**config.mk**
```make
export PLATFORM = sky130hd
export DESIGN_NAME = pipe_ctrl
export DESIGN_NICKNAME = d
export VERILOG_FILES = /design/src/rtl/pipe_ctrl_pkg.sv /design/src/rtl/pipe_hazard.sv /design/src/rtl/pipe_ctrl.sv
export SDC_FILE = /design/constraint.sdc
export NUM_CORES = 1
export LEC_CHECK = 0
export CAP_MARGIN = 30
export CORE_MARGIN = 1.5
export CORE_UTILIZATION = 45
export CTS_CLUSTER_DIAMETER = 50
export CTS_CLUSTER_SIZE = 25
export DETAILED_ROUTE_END_ITERATION = 7
export GPL_TIMING_DRIVEN = 0
export PLACE_DENSITY = 0.86
export SETUP_SLACK_MARGIN = 0.02
export SLEW_MARGIN = 0
export SYNTH_ARGS = -nofsm -noshare
export SYNTH_HDL_FRONTEND = slang
export SYNTH_SLANG_ARGS = --single-unit
```
**constraint.sdc**
```tcl
create_clock -name clk -period 3.65 [get_ports clk]
set_clock_uncertainty 0.2 [all_clocks]
set_input_delay 0.365 -clock clk [delete_from_list [all_inputs] [get_ports clk]]
set_output_delay 0.365 -clock clk [all_outputs]
set_load 0.1 [all_outputs]
```
**src/rtl/pipe_ctrl_pkg.sv**
```systemverilog
// Shared definitions for the pipeline control unit: stage indices,
// the redirect FSM state type and a stage-vector type at the default depth.
package pipe_ctrl_pkg;

    localparam int ST_F = 0;
    localparam int ST_D = 1;
    localparam int ST_E = 2;
    localparam int ST_M = 3;
    localparam int ST_W = 4;

    localparam int DEF_NSTAGES = 5;

    typedef enum logic {
        RUN  = 1'b0,
        DROP = 1'b1
    } fsm_t;

    typedef logic [DEF_NSTAGES-1:0] stage_vec_t;

endpackage

```
**src/rtl/pipe_hazard.sv**
```systemverilog
// Combinational hazard detection: derives the dbus, load-use and ibus stall
// causes, decides whether a redirect is taken, and builds the per-stage
// stall and flush vectors from them.
module pipe_hazard
    import pipe_ctrl_pkg::*;
#(
    parameter int NSTAGES   = 5,
    parameter int EX_STAGE  = ST_E,
    parameter int MEM_STAGE = ST_M,
    parameter int RA_W      = 5
) (
    input  fsm_t               state,
    input  logic               ex_valid,
    input  logic               mem_valid,
    input  logic               if_req_valid,
    input  logic               if_data_ok,
    input  logic               mem_req_valid,
    input  logic               mem_data_ok,
    input  logic               ex_is_load,
    input  logic [RA_W-1:0]    ex_dst,
    input  logic [RA_W-1:0]    id_rs1,
    input  logic [RA_W-1:0]    id_rs2,
    input  logic               id_use1,
    input  logic               id_use2,
    input  logic               redirect_valid,
    output logic               if_stall,
    output logic               redir_taken,
    output logic [NSTAGES-1:0] stall,
    output logic [NSTAGES-1:0] flush
);

    logic mem_stall;
    logic lu_hit;
    logic lu_stall;

    // Stall causes and stall/flush masks; the dbus wait freezes everything up
    // to MEM and swallows redirects, a taken redirect cancels the load-use hold.
    always_comb begin
        mem_stall   = mem_req_valid & mem_valid & ~mem_data_ok;
        if_stall    = if_req_valid & ~if_data_ok;
        redir_taken = (state == RUN) & redirect_valid & ~mem_stall;
        lu_hit      = (id_use1 & (id_rs1 == ex_dst)) | (id_use2 & (id_rs2 == ex_dst));
        lu_stall    = ex_is_load & ex_valid & (ex_dst != '0) & lu_hit & ~redir_taken;
        stall       = '0;
        flush       = '0;
        for (int k = 0; k < NSTAGES; k++) begin
            stall[k] = (mem_stall && (k <= MEM_STAGE))
                    || (lu_stall && (k < EX_STAGE))
                    || (if_stall && (k == 0));
            flush[k] = redir_taken && (k < EX_STAGE);
        end
    end

endmodule

```
**src/rtl/pipe_ctrl.sv**
```systemverilog
// Pipeline control unit: per-stage valid tracking, the RUN/DROP redirect FSM
// that defers a redirect past an outstanding ibus request, commit strobe and
// performance counters.
module pipe_ctrl
    import pipe_ctrl_pkg::*;
#(
    parameter int NSTAGES   = 5,
    parameter int EX_STAGE  = ST_E,
    parameter int MEM_STAGE = ST_M,
    parameter int XLEN      = 64,
    parameter int RA_W      = 5,
    parameter int CNT_W     = 64
) (
    input  logic               clk,
    input  logic               reset,
    input  logic               if_req_valid,
    input  logic               if_data_ok,
    input  logic               mem_req_valid,
    input  logic               mem_data_ok,
    input  logic               ex_is_load,
    input  logic [RA_W-1:0]    ex_dst,
    input  logic [RA_W-1:0]    id_rs1,
    input  logic [RA_W-1:0]    id_rs2,
    input  logic               id_use1,
    input  logic               id_use2,
    input  logic               redirect_valid,
    input  logic [XLEN-1:0]    redirect_target,
    output logic [NSTAGES-1:0] stall,
    output logic [NSTAGES-1:0] flush,
    output logic [NSTAGES-1:0] stage_valid,
    output logic               pc_stall,
    output logic               pc_redirect,
    output logic [XLEN-1:0]    redirect_pc,
    output logic               fetch_drop,
    output logic               commit_valid,
    output logic [CNT_W-1:0]   cycle_cnt,
    output logic [CNT_W-1:0]   instr_cnt,
    output logic [CNT_W-1:0]   stall_cnt
);

    fsm_t              state;
    fsm_t              state_next;
    logic [XLEN-1:0]   target_q;
    logic [NSTAGES-1:0] valid_q;
    logic              if_stall;
    logic              redir_taken;
    logic              fetch_produced;

    pipe_hazard #(
        .NSTAGES   (NSTAGES),
        .EX_STAGE  (EX_STAGE),
        .MEM_STAGE (MEM_STAGE),
        .RA_W      (RA_W)
    ) u_hazard (
        .state          (state),
        .ex_valid       (valid_q[EX_STAGE]),
        .mem_valid      (valid_q[MEM_STAGE]),
        .if_req_valid   (if_req_valid),
        .if_data_ok     (if_data_ok),
        .mem_req_valid  (mem_req_valid),
        .mem_data_ok    (mem_data_ok),
        .ex_is_load     (ex_is_load),
        .ex_dst         (ex_dst),
        .id_rs1         (id_rs1),
        .id_rs2         (id_rs2),
        .id_use1        (id_use1),
        .id_use2        (id_use2),
        .redirect_valid (redirect_valid),
        .if_stall       (if_stall),
        .redir_taken    (redir_taken),
        .stall          (stall),
        .flush          (flush)
    );

    assign stage_valid    = valid_q;
    assign commit_valid   = valid_q[NSTAGES-1] & ~stall[NSTAGES-1];
    assign fetch_produced = if_data_ok & ~fetch_drop & ~redir_taken;

    // Redirect FSM state register.
    always_ff @(posedge clk) begin
        if (reset) state <= RUN;
        else       state <= state_next;
    end

    // Enter DROP when a redirect meets an outstanding ibus request; leave once
    // that stale response has arrived and been discarded.
    always_comb begin
        state_next = state;
        case (state)
            RUN:     if (redir_taken && if_stall) state_next = DROP;
            DROP:    if (if_data_ok) state_next = RUN;
            default: state_next = RUN;
        endcase
    end

    // PC control: immediate redirect in RUN, deferred redirect from the
    // latched target when the stale ibus response lands in DROP.
    always_comb begin
        pc_redirect = 1'b0;
        redirect_pc = redirect_target;
        fetch_drop  = 1'b0;
        pc_stall    = stall[ST_F];
        case (state)
            RUN: pc_redirect = redir_taken & ~if_stall;
            DROP: begin
                pc_redirect = if_data_ok;
                fetch_drop  = if_data_ok;
                redirect_pc = target_q;
                pc_stall    = ~if_data_ok;
            end
            default: ;
        endcase
    end

    // Hold the redirect target while waiting out the stale ibus response.
    always_ff @(posedge clk) begin
        if (reset)                                          target_q <= '0;
        else if ((state == RUN) && redir_taken && if_stall) target_q <= redirect_target;
    end

    // Per-stage valid bits: hold on stall, bubble behind a stalled or flushed
    // stage, otherwise advance; a flushed F slot never holds its instruction.
    always_ff @(posedge clk) begin
        if (reset) begin
            valid_q <= '0;
        end else begin
            if (flush[0])       valid_q[0] <= 1'b0;
            else if (!stall[0]) valid_q[0] <= fetch_produced;
            for (int k = 1; k < NSTAGES; k++) begin
                if (!stall[k]) valid_q[k] <= (flush[k-1] | stall[k-1]) ? 1'b0 : valid_q[k-1];
            end
        end
    end

    // Free-running performance counters, wrapping naturally at full width.
    always_ff @(posedge clk) begin
        if (reset) begin
            cycle_cnt <= '0;
            instr_cnt <= '0;
            stall_cnt <= '0;
        end else begin
            cycle_cnt <= cycle_cnt + CNT_W'(1);
            instr_cnt <= instr_cnt + CNT_W'(commit_valid);
            stall_cnt <= stall_cnt + CNT_W'(stall[ST_F]);
        end
    end

endmodule

```
==> out/metrics.sh, run 1 <==
TRANSITION_TIME_OF_THE_TIGHTEST_SLEW_CHECK_PIN_NS=1.06
ANTENNA_VIOLATING_NETS_POST_ROUTE=0
PEAK_SUPPLY_DROP_V=0.000394
FINAL-INSTANCE-COUNT-EXCL-FILL=2268
POSTLAYOUTCOREUTIL_PCT=66.6
VIAS=13100
FLOORPLAN.DIE.HEIGHT_UM=169
CTS-BUFFERS-INSERTED=29
DIE_WIDTH_UM=169
LAYOUT.FILLER_CELLS=2129
SYNTH_FF_TYPE='dfxtp_1'
NUMBER_OF_DISTINCT_LIBRARY_CELLS_AFTER_SYNTHESIS=50
MIN_PATH_TYPE='in -> reg'
IO-PIN-COUNT=364
TIMING.FINAL.WS_SETUP_NS=0.104
SYNTH.YOSYS.SEQ_AREA_SHARE_PCT=42.5
SYNTHESIS.AREA_UM2=12400
WORSTSKEWPAIRLATENCY_NS=0.56
GRT_OVERFLOW_TOTAL=0
CLOCK_SINK_COUNT=262
FINALWIRELENGTH_MM=41.0
GRT_SETUP_UNREPAIRED='yes'
FIN_SETUP_TNS_NS=0
INITIAL_UTILIZATION_PCT=45.8
CELLS_AFTER_SYNTHESIS=1490
FIN_NETS=1998
PATH_CLK_SLEW_NS=0.08
PERIOD_NEEDED_NS=3.55
WORSTPATHREQUIRED_NS=3.08
ROUTEDWLPERCELL_UM=18.1
REPORT.FINAL.HOLD_VIOL_COUNT=0
MAXSLEWVIOLCOUNT=0
CTS.HOLD.BUFFERS_ADDED=0
STATUS='finished clean'
GRT_MAX_DEGREE=22
SYNTH_EDF_COUNT=0
SYNTH.YOSYS.WARNINGS=0
POST-ROUTE-DRC-COUNT=0
DETAILEDPLACE.WORSTSLACK_NS=-1.25
FINAL.PERIOD_UTILIZATION_PCT=97.2
CLOCK_TREE_FROM_TRITONCTS='yes'
STAGE_DELAY_OF_THE_SLOWEST_CELL_ON_THE_CRITICAL_PATH_NS=1.15
STDCELL_AREA_UM2=18000
FF2FF_PATH_DEPTH=15
DRT_FIRST_ITER_VIOLATIONS=1032
WORSTPATHARRIVAL_NS=2.98
SYNTH_ASYNC_SR_FLOP_SHARE_PCT=0
GRT_PASS1_VIAS=12400
POSTSYNTHREGISTERBITS=262
CP-END-KIND='output pin'
FINAL-SETUP-VIOL-COUNT=0
PLACED_AREA_UM2=16700
WORSTSETUPSTARTPOINTTYPE='flip-flop'
LAYOUT-DRIVE-GT1-SHARE_PCT=10.3
PATH_MAX_FANOUT=10
DRT-VIAS-PER-INSTANCE=5.76
FINALWEIGHTEDCONGESTION=0.926
FINALPOWER_mW=6.94
CRITICAL_PATH.SLOWEST_CELL='clkdlybuf4s50_1'
TIMING.MAX_CAP.VIOLATIONS=0
CLOCKBUFFERDEPTH=3
SLEW_HR_PCT=29.3
PORT_BUFFERS=358
WORSTSETUPPATHTYPE='reg -> out'
DRT_FIRST_PASS_ITERS=6
DPL.HPWL_MM=30.9
CRITICAL_PATH_CELL_BY_CELL='clkbuf_1 > mux2_2 > clkdlybuf4s50_1'
GRT_USAGE_PCT=27.9
LEAKAGE_POWER_nW=5.95
NUMPLACEDINSTANCES=2204
INITIAL_ANTENNA_VIOLATION_COUNT=1
POSTSYNTHAREAPERCELL_UM2=8.29
GLOBAL_ROUTE_WIRE_LENGTH_BEFORE_REPAIR_MM=64.4
TIMING.HOLD.WS_NS=0.0397
FLOORPLAN.ROWS=60
DIE_OUTLINE_AREA_UM2=28500
AREA_GROWTH_PCT=45.4
POWER.DENSITY_nW_PER_UM2=386
WORST_HOLD_PATH.NUM_CELLS=3
TIMING.FMAX_GHz=0.282
DESIGN.CORE.AREA_UM2=27000
HTREEDEPTH=1
CLOCK_TREE.ROOT_CELL='clkbuf_16'
-- cells in the mapped netlist, types with 44 or more instances --
cell,count,area (µm²)
clkbuf_1,67,251
a21oi_1,167,836
or4_1,48,360
nand2_1,203,762
xor2_1,56,490
o21ai_0,56,280
nor2_1,110,413
nand3_1,81,405
o31ai_1,44,330
or3_1,49,307
dfxtp_1,262,5250
nand4_1,64,400
mux2_2,65,732
-- cell families (layout without fill, tap and decap cells) --
group	Yosys count	in the layout	share of synthesized area, %
AND/OR/NAND/NOR	665	665	27.9
XOR/XNOR	91	91	6.45
buffers and inverters	118	551	3.99
flip-flops	262	262	42.5
adder cells (fa/ha/maj)	5	5	0.506
AO/OA/AOI/OAI	281	281	12.6
other	1	5	0.0304
multiplexers	67	67	6.09
-- cells in the final DEF (no fill, tap or decap), types with 3 or more instances in the layout --
cell type	Yosys	final
nor4_1	12	11
o21a_1	5	5
clkdlybuf4s50_1	0	330
nand4b_1	3	3
nand3_1	81	80
xor2_1	56	56
ha_1	5	3
dlymetal6s2s_1	0	6
a21oi_1	167	166
nor3_1	16	15
or3_1	49	49
and3_1	26	26
or2_2	5	5
nor2b_1	7	7
nand2_1	203	201
dfxtp_1	262	261
o31ai_1	44	44
clkdlybuf4s15_2	0	19
buf_16	0	12
buf_1	6	6
and4_1	21	21
dlygate4sd2_1	0	3
and2_1	6	6
nand4_1	64	64
clkbuf_16	0	29
or4_1	48	48
o21ai_0	56	56
inv_6	0	4
clkbuf_1	67	65
mux2_2	65	65
clkinv_8	0	8
conb_1	1	4
inv_8	0	5
buf_4	11	22
xnor2_1	35	35
nor2_1	110	110
inv_1	31	30
nor4_4	2	3
-- power breakdown --
part           internal [mW]  total (mW)  switching (mW)
logic                  0.269       0.925           0.655
registers               2.88        2.90          0.0195
clock network           1.60        3.11            1.51
total                   4.76        6.94            2.18
-- final timing paths --
path	from	end	slack [ns]
setup reg to reg	stage_valid[3]	stall_cnt[56]	0.18
setup / recovery	state	redirect_pc[63]	0.10
hold reg to reg	target_q[0]	target_q[0]	0.26
hold / removal	reset	instr_cnt[63]	0.04
-- metal layers --
| metal | up-vias | routed length [µm] | GRT usage (%) |
|---|---|---|---|
| met5 | - | 0 | 0 |
| met4 | 0 | 2110 | 13.5 |
| met3 | 131 | 3110 | 5.61 |
| met2 | 606 | 20000 | 49.4 |
| met1 | 6145 | 15900 | 32.1 |
| li1 | 6174 | - | - |
-- cell type report --
| type | instances | area (µm²) | share of cell area, % |
|---|---|---|---|
| flip-flops and latches | 262 | 5250 | 29.2 |
| inverters | 32 | 123 | 0.683 |
| multi-input cells | 1113 | 6710 | 37.3 |
| plain buffers | 85 | 379 | 2.11 |
| clock buffers | 29 | 726 | 4.04 |
| well taps | 341 | 427 | 2.38 |
| diodes | 1 | 2.50 | 0.0139 |
| clock inverters | 24 | 319 | 1.78 |
| repair buffers | 381 | 4030 | 22.4 |
-- registers in the layout, indices dropped and copies added, names as in the netlist --
name	cells
cycle_cnt	64
instr_cnt	64
stage_valid	5
stall_cnt	64
state	1
target_q	64
-- critical path, delay by kind of cell, from the launching register on --
family / cells / cell delay, ns
buf+inv: 2 / 1.61
mux: 1 / 0.31
flops: 1 / 0.50
-- what timing repair did --
action / CTS / global route
setup buffers: 4 / 7
endpoints found under the setup margin: 88 / 31
pin swaps: 4 / 5
gates resized for setup: 71 / 12
hold endpoints to repair: 0 / 0
gates cloned: 0 / 0
No activity file was read; power rests on OpenSTA's default activity.
==> run 2, diff against run 1 <==
Settings changed: CAP_MARGIN 30 to not set.
==> run 2 against run 1 <==
Count of clock-buffer cells in the layout increased by 2. Cell count is 0.49% lower. Combinational power shrank 2.3%. Clock power barely moved. Sequential share of layout area increased by 0.65 points. Critical path depth unchanged. Via count fell by 1.1%. Global-route usage down 0.33 points. Register-to-register slack improved by 0.04 ns. First-iteration DRC count decreased by 7.2%. Non-clock buffer count down 10.
==> out/metrics.sh, run 2 (synthesis results as in run 1) <==
PEAK_SUPPLY_DROP_V=0.000276  # -30%
DIE_OUTLINE_AREA_UM2=28500  # unchanged
USE_MET1_PCT=31.7  # -0.48 points
WORSTSETUPPATHTYPE='reg -> out'
FINAL_COMMON_CELL='clkdlybuf4s50_1'
FLOORPLAN.ROWS=60  # unchanged
CTS-BUFFERS-INSERTED=29  # unchanged
PATH_MAX_FANOUT=10  # unchanged
WORSTSKEWPAIRLATENCY_NS=0.55  # about the same
LAUNCH_INSTANCE_OF_THE_WORST_REGISTER_TO_REGISTER_PATH='stage_valid[3]'
CLOCK_TREE.ROOT_CELL='clkbuf_16'
IO-PIN-COUNT=364  # unchanged
FIN_NETS=1988  # -0.50%
POST-ROUTE-DRC-COUNT=0  # unchanged
GRT_PASS1_VIAS=12200  # -1.6%
GRT_USAGE_PCT=27.6  # -0.33 points
GLOBAL_ROUTE.USAGE.MET2_PCT=48.7  # -0.74 points
CRITICAL_PATH.SLOWEST_CELL='clkdlybuf4s50_1'
FF2FF_PATH_DEPTH=14  # -1
WORSTPATHREQUIRED_NS=3.08  # about the same
PORT_BUFFERS=358  # unchanged
DRT_FIRST_ITER_VIOLATIONS=958  # -7.2%
FINAL-SETUP-VIOL-COUNT=0  # unchanged
SLEW_HR_PCT=27.3  # -2.1 points
CP_LAUNCH_POINT='state'
DESIGN.CORE.AREA_UM2=27000  # unchanged
FLOORPLAN.DIE.HEIGHT_UM=169  # unchanged
VIAS=12900  # -1.1%
CLOCK_TREE_FROM_TRITONCTS='yes'
TIMING.FMAX_GHz=0.286  # +1.6%
ROUTEDWLPERCELL_UM=18.1  # -0.22%
WORSTSETUPSTARTPOINTTYPE='flip-flop'
PERIOD_NEEDED_NS=3.49  # -0.0546 ns
MOST_FREQUENT_CELLS_IN_THE_LAYOUT='clkdlybuf4s50_1, dfxtp_1, nand2_1, a21oi_1, nor2_1'
ANTENNA_VIOLATING_NETS_POST_ROUTE=0  # unchanged
FINAL-SEQ-AREA_UM2=5250  # unchanged
FINAL.PERIOD_UTILIZATION_PCT=95.7  # -1.5 points
CRITICAL_PATH_CELL_BY_CELL='clkbuf_1 > mux2_2 > clkdlybuf4s50_1'
GRT_SETUP_UNREPAIRED='no'
REG2REG_SETUP_SLACK_NS=0.22  # +0.04 ns
N_ANTENNA_CELL=0  # -1
TIMING.CRITICAL_PATH.TO='redirect_pc[32]'
TRANSITION_TIME_OF_THE_TIGHTEST_SLEW_CHECK_PIN_NS=1.09  # +0.0308 ns
GLOBAL_ROUTE_WIRE_LENGTH_BEFORE_REPAIR_MM=63.5  # -1.4%
MAXSLEWVIOLCOUNT=0  # unchanged
STATUS='finished clean'
INITIAL_ANTENNA_VIOLATION_COUNT=0  # -1
MULTI_INPUT_AREA_UM2=6710  # unchanged
TIMING.MAX_CAP.VIOLATIONS=0  # unchanged
GLOBALROUTE.BUSIESTLAYER='met2'
FINALWEIGHTEDCONGESTION=0.926  # unchanged
POSTLAYOUTCOREUTIL_PCT=65.2  # -1.5 points
NUMPLACEDINSTANCES=2192  # -0.54%
WORSTPATHARRIVAL_NS=2.93  # -0.05 ns
CLOCKBUFFERDEPTH=3  # unchanged
LAYOUT-DRIVE-GT1-SHARE_PCT=9.81  # -0.47 points
GRT_OVERFLOW_TOTAL=0  # unchanged
FIN_SETUP_TNS_NS=0  # unchanged
POWER.DENSITY_nW_PER_UM2=392  # +1.6%
MET3_USAGE_PCT=6.36  # +0.75 points
DPL.HPWL_MM=30.7  # -0.68%
CP-END-KIND='output pin'
INITIAL_UTILIZATION_PCT=45.8  # unchanged
STAGE_DELAY_OF_THE_SLOWEST_CELL_ON_THE_CRITICAL_PATH_NS=1.13  # -0.02 ns
DIE_WIDTH_UM=169  # unchanged
CTS.HOLD.BUFFERS_ADDED=0  # unchanged
HTREEDEPTH=1  # unchanged
LEAKAGE_POWER_nW=5.77  # -3.1%
FINALWIRELENGTH_MM=40.8  # -0.71%
MIN_PATH_TYPE='in -> reg'
DRT_FIRST_PASS_ITERS=5  # -1
CRITICAL_PATH.REG2REG.ENDPOINT='stall_cnt[52]'
LAYOUT.FILLER_CELLS=2162  # +1.6%
FINAL-INSTANCE-COUNT-EXCL-FILL=2257  # -0.49%
CLOCK_SINK_COUNT=262  # unchanged
GRT_MAX_DEGREE=17  # -23%
REPORT.FINAL.HOLD_VIOL_COUNT=0  # unchanged
AREA_GROWTH_PCT=42.2
PATH_CLK_SLEW_NS=0.06  # -0.02 ns
DRT-VIAS-PER-INSTANCE=5.72  # -0.62%
[run 2: worst max-delay path, delay by kind of cell (launching register included)]
family	cells	cell delay [ns]
DFF	1	0.50
buffers and inverters	2	1.62
muxes	1	0.27
[run 2: how the worst min path moves through the flow]
stage | start | to | slack (ns) | cells past startpoint
after floorplan | target_q[0] | target_q[0] | 0.23 | 2
after global placement | target_q[61] | target_q[61] | 0.24 | 2
after detailed placement | target_q[59] | target_q[59] | 0.24 | 2
after CTS | reset | instr_cnt[63] | 0.03 | 3
after global routing | reset | instr_cnt[63] | 0.07 | 3
final | reset | instr_cnt[63] | 0.03 | 3
[run 2: power breakdown]
part	internal [mW]	leakage [nW]	total (mW)	switching, mW
clock	1.75	0.481	3.08	1.33
sequential	2.89	2.12	2.91	0.0199
combinational	0.252	3.17	0.904	0.652
[run 2: what timing repair did]
action / 4_1_cts / 5_1_grt
setup buffers: 5 / 8
gates resized for setup: 88 / 7
cloned: 0 / 0
pin swaps: 4 / 8
setup endpoints to repair: 91 / 68
[run 2: stage by stage]
| step | setup WS, ns | hold slack, ns | total power, mW | area, µm² |
|---|---|---|---|---|
| floorplan | 0.0397 | 0.233 | 3.59 | 12400 |
| global placement | -1.18 | 0.238 | 3.87 | 16400 |
| detailed placement | -1.25 | 0.243 | 3.88 | 16400 |
| CTS | 0.0107 | 0.0269 | 6.93 | 17500 |
| global route | 0.0247 | 0.0658 | 7.09 | 17600 |
| finish | 0.158 | 0.0335 | 6.89 | 17600 |
[run 2: layout make-up]
cell class / count / share of cell area (%)
repair buffers: 371 / 20.9
plain buffers: 85 / 2.16
inverters: 32 / 0.698
well taps: 341 / 2.43
multi-input cells: 1113 / 38.2
flip-flops and latches: 262 / 29.9
clock inverters: 22 / 1.45
clock buffers: 31 / 4.29
[run 2: per-layer routing]
metal | part of all wire [%] | wire length, µm
met1 | 39 | 16000
met2 | 48 | 19600
met3 | 7.8 | 3190
met4 | 4.9 | 2000
met5 | 0 | 0
